`src/rtl/sync_and_pkg.sv`:
```
// Shared constants and helpers for the synchronised, debounced N-input AND.
package sync_and_pkg;

  localparam int unsigned N_IN_DEF          = 4;
  localparam int unsigned SYNC_STAGES_DEF   = 2;
  localparam int unsigned STABLE_CYCLES_DEF = 8;
  localparam int unsigned GLITCH_W          = 16;

  // Ceiling log2 for sizing counters; returns 0 for v <= 1.
  function automatic int unsigned clog2(input int unsigned v);
    int unsigned r;
    r = 0;
    for (int i = 0; i < 32; i++) begin
      if ((64'd1 << i) < 64'(v)) r = 32'(i + 1);
    end
    return r;
  endfunction

endpackage

```
`src/rtl/debounce_bit.sv`:
```
// One input lane: multi-flop synchroniser followed by a stability filter.
// abort pulses (registered) the cycle after a pending change is abandoned.
module debounce_bit
  import sync_and_pkg::*;
#(
  parameter int unsigned SYNC_STAGES   = SYNC_STAGES_DEF,
  parameter int unsigned STABLE_CYCLES = STABLE_CYCLES_DEF
) (
  input  logic clk,
  input  logic rst_n,
  input  logic d,
  output logic q,
  output logic abort
);

  localparam int unsigned   CW       = clog2(STABLE_CYCLES + 1);
  localparam logic [CW-1:0] CNT_LAST = CW'(STABLE_CYCLES - 1);

  logic [SYNC_STAGES-1:0] sync_q, sync_d;
  logic [CW-1:0]          cnt_q, cnt_d;
  logic                   filt_q, filt_d;
  logic                   abort_q, abort_d;
  logic                   s;

  assign s = sync_q[SYNC_STAGES-1];

  // The threshold branch always returns the counter to zero, so it never wraps.
  always_comb begin
    sync_d  = {sync_q[SYNC_STAGES-2:0], d};
    filt_d  = filt_q;
    cnt_d   = '0;
    abort_d = 1'b0;
    if (s == filt_q) begin
      abort_d = (cnt_q != '0);
    end else if (cnt_q == CNT_LAST) begin
      filt_d = s;
    end else begin
      cnt_d = cnt_q + CW'(1);
    end
  end

  always_ff @(posedge clk or negedge rst_n) begin
    if (!rst_n) begin
      sync_q  <= '0;
      cnt_q   <= '0;
      filt_q  <= 1'b0;
      abort_q <= 1'b0;
    end else begin
      sync_q  <= sync_d;
      cnt_q   <= cnt_d;
      filt_q  <= filt_d;
      abort_q <= abort_d;
    end
  end

  assign q     = filt_q;
  assign abort = abort_q;

endmodule

```
`src/rtl/sync_and_n.sv`:
```
// Registered N-input AND of synchronised, debounced, maskable inputs with edge pulses.
// Define GLITCH_CNT_EN to add a saturating count of abandoned input changes.
module sync_and_n
  import sync_and_pkg::*;
#(
  parameter int unsigned N_IN          = N_IN_DEF,
  parameter int unsigned SYNC_STAGES   = SYNC_STAGES_DEF,
  parameter int unsigned STABLE_CYCLES = STABLE_CYCLES_DEF
) (
  input  logic            clk,
  input  logic            rst_n,
  input  logic [N_IN-1:0] din,
  input  logic [N_IN-1:0] mask,
  output logic            dout,
  output logic            dout_rise,
  output logic            dout_fall,
  output logic [N_IN-1:0] filt
`ifdef GLITCH_CNT_EN
  ,
  input  logic                glitch_clr,
  output logic [GLITCH_W-1:0] glitch_cnt
`endif
);

  logic [N_IN-1:0] abort_vec;
  logic            dout_q, dout_d;
  logic            rise_q, rise_d;
  logic            fall_q, fall_d;

  for (genvar i = 0; i < N_IN; i++) begin : g_lane
    debounce_bit #(
      .SYNC_STAGES  (SYNC_STAGES),
      .STABLE_CYCLES(STABLE_CYCLES)
    ) u_db (
      .clk  (clk),
      .rst_n(rst_n),
      .d    (din[i]),
      .q    (filt[i]),
      .abort(abort_vec[i])
    );
  end

  // Masked-out lanes read as 1; edges compare the next value against the current one.
  always_comb begin
    dout_d = &(filt | ~mask);
    rise_d = dout_d & ~dout_q;
    fall_d = ~dout_d & dout_q;
  end

  always_ff @(posedge clk or negedge rst_n) begin
    if (!rst_n) begin
      dout_q <= 1'b0;
      rise_q <= 1'b0;
      fall_q <= 1'b0;
    end else begin
      dout_q <= dout_d;
      rise_q <= rise_d;
      fall_q <= fall_d;
    end
  end

  assign dout      = dout_q;
  assign dout_rise = rise_q;
  assign dout_fall = fall_q;

`ifdef GLITCH_CNT_EN
  localparam int unsigned GSW = GLITCH_W + 1;

  logic [GLITCH_W-1:0] glitch_q, glitch_d;
  logic [GSW-1:0]      glitch_sum;

  // Sum all lanes' aborts in one extra bit so saturation is a carry test; clear has priority.
  always_comb begin
    glitch_sum = GSW'(glitch_q);
    for (int i = 0; i < int'(N_IN); i++) begin
      glitch_sum = glitch_sum + GSW'(abort_vec[i]);
    end
    if (glitch_clr) begin
      glitch_d = '0;
    end else if (glitch_sum[GLITCH_W]) begin
      glitch_d = '1;
    end else begin
      glitch_d = glitch_sum[GLITCH_W-1:0];
    end
  end

  always_ff @(posedge clk or negedge rst_n) begin
    if (!rst_n) glitch_q <= '0;
    else        glitch_q <= glitch_d;
  end

  assign glitch_cnt = glitch_q;
`else
  logic unused_abort;
  assign unused_abort = ^abort_vec;
`endif

endmodule

```
`config.mk`:
```
export PLATFORM = sky130hd
export DESIGN_NAME = sync_and_n
export DESIGN_NICKNAME = d
export VERILOG_FILES = /design/src/rtl/sync_and_pkg.sv /design/src/rtl/debounce_bit.sv /design/src/rtl/sync_and_n.sv
export SDC_FILE = /design/constraint.sdc
export NUM_CORES = 1
export LEC_CHECK = 0
export ABC_AREA = 1
export BUFFER_PORTS_ARGS = -buffer_cell sky130_fd_sc_hd__buf_2
export CAP_MARGIN = 10
export CORE_ASPECT_RATIO = 0.6
export CORE_UTILIZATION = 25
export CTS_CLUSTER_SIZE = 10
export DETAILED_ROUTE_END_ITERATION = 16
export HOLD_SLACK_MARGIN = 0.15
export PLACE_DENSITY = 0.37
export REMOVE_ABC_BUFFERS = 1
export SYNTH_ARGS = -nofsm -noshare
export SYNTH_HDL_FRONTEND = slang
export SYNTH_HIERARCHICAL = 1
export SYNTH_SLANG_ARGS = --single-unit
```
`constraint.sdc`:
```
create_clock -name clk -period 1.4 [get_ports clk]
set_clock_uncertainty 0.1 [all_clocks]
set_input_delay 0.28 -clock clk [delete_from_list [all_inputs] [get_ports clk]]
set_output_delay 0.28 -clock clk [all_outputs]
set_load 0.005 [all_outputs]
```
### Word level (Yosys, flattened, before mapping)

Cells that the tools add are included.
Widths: inputs -> output; s select.

* add/sub/neg operators: 4
* bitwise gates (word level): 10
* mux-type cells: 8
* reductions and logical operators: 5
* equality and inequality tests: 8

Operators by type and width (count)
* $mux 4: 8
* $add 4x1->4 const B: 4
* $eq 4x3->1 const B: 4
* $reduce_and 2->1: 4
* $not 1->1: 6
* $eq 1x1->1: 4
* $not 4->4: 1
* $or 4x4->4: 1
* $reduce_and 4->1: 1
* $and 1x1->1: 2

* logic and storage cells: 50
* input port bits: 10
* output and inout port bits: 7
* bits in registers: 31

### Logic depth before layout (Yosys ltp)

Gate-level depths: netlist of run 1.

* word-level depth: 5
* depth in mapped cells: 5
* gate-level depth less buffers: 5

### Hierarchy

Netlist of run 1, hierarchy kept.

Modules (own cells, without submodules)
* debounce_bit: times used 4, area an instance 331.6 sq um, seq. area each 200.2 sq um, cells each 35
* sync_and_n: times used 1, area an instance 158.9 sq um, seq. area each 75.1 sq um, cells each 17

### Worst setup path after synthesis of run 1

OpenSTA, ideal clock, no wires.

* kind: register to register
* start point: reg g_lane[0].u_db.cnt_q[0]
* end point: reg g_lane[0].u_db.cnt_q[3]
* arrival time: 0.884 ns
* stages on the path, launching flop included: 5
* slack: 0.345 ns
* period minus slack after synthesis: 1.055 ns
* required time: 1.229 ns
* library setup time: 0.071 ns
* buffers on the path: 0
* path through: dfrtp_1 -> ha_1 -> nand3_1 -> nand2_1 -> nor2_1

* word-level cells in the longest chain between the ends: 3
* elaborated cells between the ends (all ways): 4
* those cells by class: 1 x add/sub; 1 x eq/ne; 2 x mux

RTL lines
* start, declared: line debounce_bit.sv:20 `logic [CW-1:0] cnt_q, cnt_d;`
* start signal, assigned: line debounce_bit.sv:50 `cnt_q <= cnt_d;`
* $add 4x1->4 or $eq 4x3->1 (tied branches): line debounce_bit.sv:38, debounce_bit.sv:35
* $mux 4 (*): line debounce_bit.sv:35 `end else if (cnt_q == CNT_LAST) begin`
* $mux 4 (*): line debounce_bit.sv:33 `if (s == filt_q) begin`
* net g_lane[0].u_db.cnt_d[3]: line debounce_bit.sv:20

Mark *: on every way through the listed nets, which the timed path passes. The rest lies on a longest branch.
A chain may end at the register's enable or synchronous reset.

### Worst setup path in the final report of run 1

* start point: reg g_lane[2].u_db.filt_q
* end point: out filt[2]

RTL lines
* start, declared: line debounce_bit.sv:21 `logic filt_q, filt_d;`
* start signal, assigned: line debounce_bit.sv:51 `filt_q <= filt_d;`
* end, declared: line sync_and_n.sv:17 `output logic [N_IN-1:0] filt`

No word-level cell between the ends.

==> run_results.csv, run 1 <==
group,metric,value,unit
status,status,"finished, final reports clean",
setup_path,setup.worst_path.start_class,"flop",
finish,fill_cells,533,
setup_path,path_delay_family,"flip-flops",
grt,grt_pass1_wl,4174,µm
placement,io_buffers,16,
pwr,powerDensity,1515,nW/µm²
finish,ff_latch_area,775.7,µm²
worst_hold_path,min_path_type,"in -> reg",
routing,drt-wirelength-per-cell,9.728,µm
floorplanning,die_width,96.87,µm
setup_path,cp.arrival,840,ps
finish,area_delta_synth_final,21.69,%
routing,drt.antenna.violating_nets,0,
clocking,h-tree-depth,2,
grt,antenna_found_initial,0,
clocking,post-cts-setup-buffers,0,
setup_path,path_class,"reg -> out",
placement,numPlacedInstances,228,
timing,min_period,1215,ps
routing,viasPerCell,3.766,
timing,setup_slack,184.7,ps
grt,grt_pass1_vias,920,
yosys,synthesis.area,1350,µm²
timing,relSlewSlack,72.59,%
finish,nNetsFinal,192,
placement,pre_cts_slack,233.8,ps
timing,slew_violations,0,
placement,hpwl,1663,µm
clocking,hold_buffers,5,
floorplanning,io_pins,17,
clocking,cts_buffers,5,
finish,multi_input_area,450.4,µm²
setup_path,required,1020,ps
timing,finalHoldViolCount,0,
worst_hold_path,whs_path_depth,4,
setup_path,critical_path_depth,1,
setup_path,cp_max_fo,5,
setup_path,worst-path-buf-inv,1,
setup_path,r2r_cells,4,
routing,dr.pass1.iters,4,
pwr,power,2.490,mW
floorplanning,start_util,26.32,%
routing,wl,2325,µm
floorplanning,rows,20,
floorplanning,die_y,58.92,µm
timing,worstMarginPinSlew,411.1,ps
yosys,postSynthAreaPerCell,9.311,µm²
pwr,power_leakage,0.8521,nW
pwr,peakVddDrop,0.0004463,V
yosys,yosys_warnings,6,
finish,fin_cells,239,
clocking,cts-root-buf,"clkbuf_8",
setup_path,crit_slowest_cell,"dfrtp_1",
finish,drive_above_1_share,16.76,%
setup_path,cpPeakStageDelay,420,ps
timing,setup-violations-final,0,
grt,grt_usage,10.01,%
timing,setup_tns,0,ps
placement,gp_congestion,0.6907,
grt,grt_start_max_net_pins,32,
setup_path,path_cells,"buf_2",
finish,fin_area,1643,µm²
floorplanning,dieArea,5708,µm²
clocking,cts_resized,0,
run,drv_cap,0,
routing,via_count,900,
routing,drt_iter0_drc,20,
placement,placed_area,1520,µm²
clocking,clock_path_buffers,2,
clocking,cts_tree,"done",
grt,grt_overflow,0,
yosys,syn_inst,145,
clocking,worstSkewPairLatency,270,ps
timing,rsz0062_at_grt,"false",
routing,drc,0,
finish,antenna_cells,0,
floorplanning,coreArea,5130,µm²
clocking,clkTransAtPathRegs,60,ps
clocking,clock_sinks,31,
setup_path,endpoint_kind,"output pin",
timing,finalCritPeriodShare,86.81,%
timing,fmax,0.8228,GHz
worst register-to-register path: stages, from the launching register on:
cell and delay [ps]:
dfrtp_1 420, ha_1 240, nand3_1 130, nand2_1 90, nor2_1 110
metrics by stage:
stage | util, % | hold slack (ps)
2_1_floorplan | - | -115.6
3_3_place_gp | 29.63 | 223.7
3_5_place_dp | 29.63 | 231.2
4_1_cts | 32.02 | 208.3
5_1_grt | 32.02 | 203.7
6_report | 32.02 | 206.3
sequential cells by signal, indices dropped and copies added (netlist names):
signal              cells
dout_fall               1
g_lane.u_db/q           4
g_lane.u_db/cnt_q      16
dout_rise               1
dout                    1
g_lane.u_db/sync_q      8
metal layers:
layer | GRT usage [%] | share of wire (%) | vias up
li1 | - | - | 483
met5 | 0 | 0 | -
met2 | 14.79 | 44 | 13
met3 | 4.394 | 4.7 | 5
met4 | 5.757 | 1.3 | 0
met1 | 12.36 | 50 | 399
layout make-up:
cell class              instances  area share [%]
flip-flops and latches         31           47.22
multi-input cells              81           27.42
repair buffers                 22           8.378
inverters                      33           7.540
well taps                      66           5.027
clock buffers                   6           4.417
report_power, final:
| part | internal [mW] | switching, mW | leakage (nW) |
|---|---|---|---|
| Sequential | 1.08 | 0.199 | 0.403 |
| Clock | 0.330 | 0.294 | 0.0371 |
| Combinational | 0.255 | 0.329 | 0.412 |
| Total | 1.67 | 0.822 | 0.852 |
path summary, 6_finish.rpt:
path                                          start  slack [ps]                  endpoint
setup / recovery                   g_lane[2].u_db/q         180                   filt[2]
hold / removal                              mask[1]         210                      dout
min in group asynchronous                     rst_n         460  g_lane[3].u_db/sync_q[0]
setup reg to reg            g_lane[0].u_db/cnt_q[0]         230   g_lane[0].u_db/cnt_q[0]
max in group asynchronous                     rst_n         440          g_lane[1].u_db/q
hold reg to reg            g_lane[2].u_db/sync_q[0]         250  g_lane[2].u_db/sync_q[1]
cell usage in the layout (no fill, tap or decap), types with 3 or more instances in the layout:
cell type	instances
nand2_1	30
nand3_1	8
buf_2	16
clkbuf_8	5
dlygate4sd3_1	5
inv_1	33
nand4_1	4
ha_1	8
xnor2_1	4
nand2_2	3
dfrtp_1	31
nor2_1	16
o21ai_1	4
No activity file was read; power rests on OpenSTA's default activity.
==> run 2, diff against run 1 <==
--- a/config.mk
+++ b/config.mk
@@ -9,13 +9,12 @@
 export BUFFER_PORTS_ARGS = -buffer_cell sky130_fd_sc_hd__buf_2
 export CAP_MARGIN = 10
 export CORE_ASPECT_RATIO = 0.6
-export CORE_UTILIZATION = 25
+export CORE_UTILIZATION = 37
 export CTS_CLUSTER_SIZE = 10
 export DETAILED_ROUTE_END_ITERATION = 16
 export HOLD_SLACK_MARGIN = 0.15
-export PLACE_DENSITY = 0.37
+export PLACE_DENSITY = 0.51
 export REMOVE_ABC_BUFFERS = 1
 export SYNTH_ARGS = -nofsm -noshare
 export SYNTH_HDL_FRONTEND = slang
-export SYNTH_HIERARCHICAL = 1
 export SYNTH_SLANG_ARGS = --single-unit
==> run 2 against run 1 <==
Cell area down 7.0%; register-to-register slack better by 30 ps; global-route usage up 2.4 points; worst setup slack better by 9.1 ps; routed wire length down 15%; critical endpoint is now filt[0]; first-iteration DRC count up 140%.
==> run_results.csv, run 2 <==
group,metric,value,unit
status,status,"finished, final reports clean",
routing,drt_iter0_drc,48,
pwr,peakVddDrop,0.0006687,V
pwr,p_comb_share,21.6,%
pwr,p_int,1.667,mW
grt,grt_pass1_vias,774,
setup_path,cp.arrival,830,ps
finish,area_delta_synth_final,19.12,%
pwr,power_frac_seq,51.5,%
clocking,cts_buffers,5,
yosys,synthArstFlopShare,100.0,%
grt,grt_usage,12.38,%
floorplanning,coreArea,3283,µm²
yosys,postSynthAreaPerCell,9.643,µm²
setup_path,worst-path-buf-inv,1,
floorplanning,io_pins,17,
yosys,syn_inst,133,
timing,fin_hold_ws,210.0,ps
grt,grt_pass1_wl,3325,µm
yosys,synthFlopType,"dfrtp_1",
setup_path,cp_max_fo,4,
pwr,switching_share,31.59,%
setup_path,critical_path_depth,1,
clocking,h-tree-depth,2,
clocking,clkTransAtPathRegs,60,ps
setup_path,path_cells,"buf_2",
yosys,synth-edff-count,0,
timing,min_period,1206,ps
pwr,powerDensity,1595,nW/µm²
finish,final_common_cell,"dfrtp_1",
floorplanning,die_y,47.61,µm
setup_path,setup.worst_path.start_class,"flop",
floorplanning,start_util,39.06,%
floorplanning,dieArea,3713,µm²
clocking,clock_path_buffers,2,
setup_path,path_delay_family,"flip-flops",
yosys,synthesis.area,1282,µm²
yosys,yosysTopAreaCell,"dfrtp_1",
pwr,p_clk_share,26.9,%
routing,viasPerCell,4.098,
timing,rsz0062_at_grt,"false",
setup_path,r2r_cells,4,
clocking,clock_sinks,31,
worst_hold_path,min_path_type,"in -> reg",
grt,antenna_found_initial,0,
finish,final_core_utilization,46.53,%
timing,slew_violations,0,
floorplanning,die_width,78.01,µm
yosys,ys_seq_area_share,60.49,%
placement,hpwl,1370,µm
setup_path,path_class,"reg -> out",
worst_hold_path,whs_path_depth,4,
finish,final_cell_mix,"31 x dfrtp_1, 30 x nand2_1, 19 x inv_1",
pwr,switchingPower,769.8,µW
yosys,yosysTopAreaCellShare,60.49,%
finish,largest_reg_flops,16,
timing,finalHoldViolCount,0,
finish,largest_register,"g_lane.u_db.cnt_q",
clocking,cts-root-buf,"clkbuf_8",
timing,worstMarginPinSlew,392.3,ps
clocking,worstSkewPairLatency,270,ps
timing,relSlewSlack,73.85,%
setup_path,cpPeakStageDelay,420,ps
grt,grt_start_max_net_pins,32,
clocking,cts_tree,"done",
finish,antenna_cells,0,
clocking,hold_buffers,5,
setup_path,required,1020,ps
finish,drive_above_1_share,19.50,%
yosys,synth_cell_types,15,
routing,via_count,836,
run,drv_cap,0,
floorplanning,rows,16,
pwr,power_leakage,0.8041,nW
clocking,cts_resized,0,
finish,nNetsFinal,172,
routing,drt.antenna.violating_nets,0,
routing,dr.pass1.iters,4,
yosys,yosys_warnings,0,
placement,io_buffers,16,
yosys,synthMostInstantiatedCell,"dfrtp_1",
yosys,ys_ff_latch,31,
yosys,yosys-top-cells-count,"31 x dfrtp_1, 30 x nand2_1, 19 x inv_1",
placement,pre_cts_slack,263.3,ps
timing,setup_tns,0,ps
routing,drt-wirelength-per-cell,9.667,µm
clocking,post-cts-setup-buffers,0,
timing,fmax,0.8291,GHz
setup_path,endpoint_kind,"output pin",
setup_path,crit_slowest_cell,"dfrtp_1",
placement,gp_congestion,0.7205,
timing,setup-violations-final,0,
timing,finalCritPeriodShare,86.16,%
timing,setup_slack,193.8,ps
pwr,power,2.437,mW
yosys,synthTopCellsByArea,"dfrtp_1 60%, nand2_1 8.8%, inv_1 5.6%",
routing,wl,1972,µm
grt,grt_overflow,0,
routing,drc,0,
==> run 2: power by group through the flow <==
| stage | clock network, mW | logic (mW) | registers, mW |
|---|---|---|---|
| after floorplan | 0 | 0.378 | 1.24 |
| after global placement | 0 | 0.526 | 1.26 |
| after detailed placement | 0 | 0.525 | 1.27 |
| after CTS | 0.682 | 0.538 | 1.26 |
| after global routing | 0.719 | 0.627 | 1.29 |
| final | 0.657 | 0.526 | 1.25 |
==> run 2: stage by stage <==
step / std cells / area, µm²
floorplan: 129 / 1252
global placement: 191 / 1396
finish: 204 / 1528
global route: 204 / 1528
CTS: 204 / 1528
detailed placement: 191 / 1396
==> run 2: cell families (layout without fill, tap and decap cells) <==
logic type               Yosys count  after routing  share of synthesized area, %
AND/OR/NAND/NOR                   65             65                         22.83
flip-flops                        31             31                         60.49
buffers and inverters             25             51                         8.488
adder cells (fa/ha/maj)            4              4                         3.903
AO/OA/AOI/OAI                      4              4                         1.561
XOR/XNOR                           4              4                         2.731
==> run 2: final timing paths <==
kind	start	end	slack [ps]
setup / recovery	g_lane[0].u_db.q	filt[0]	190
hold / removal	mask[0]	dout	210
setup reg to reg	g_lane[2].u_db.cnt_q[0]	g_lane[2].u_db.cnt_q[3]	260
hold reg to reg	g_lane[1].u_db.sync_q[0]	g_lane[1].u_db.sync_q[1]	250
max in group asynchronous	rst_n	dout_rise	460
min in group asynchronous	rst_n	g_lane[2].u_db.q	440
==> run 2: metal layers <==
layer	share of wire [%]	routed length, µm	track usage (%)
met1	53	1048	16.73
met2	42	832	17.17
met3	3.7	72	5.143
met4	0.96	19	6.667
met5	0	0	0
==> run 2: final cells by class <==
| type | count | area [µm²] |
|---|---|---|
| Clock buffer | 7 | 76.32 |
| Clock inverter | 1 | 5.005 |
| Inverter | 21 | 78.83 |
| Multi-Input combinational cell | 77 | 397.9 |
| Sequential cell | 31 | 775.7 |
| Tap cell | 45 | 56.30 |
| Timing Repair Buffer | 22 | 137.6 |
| Fill cell | 325 | 1755 |
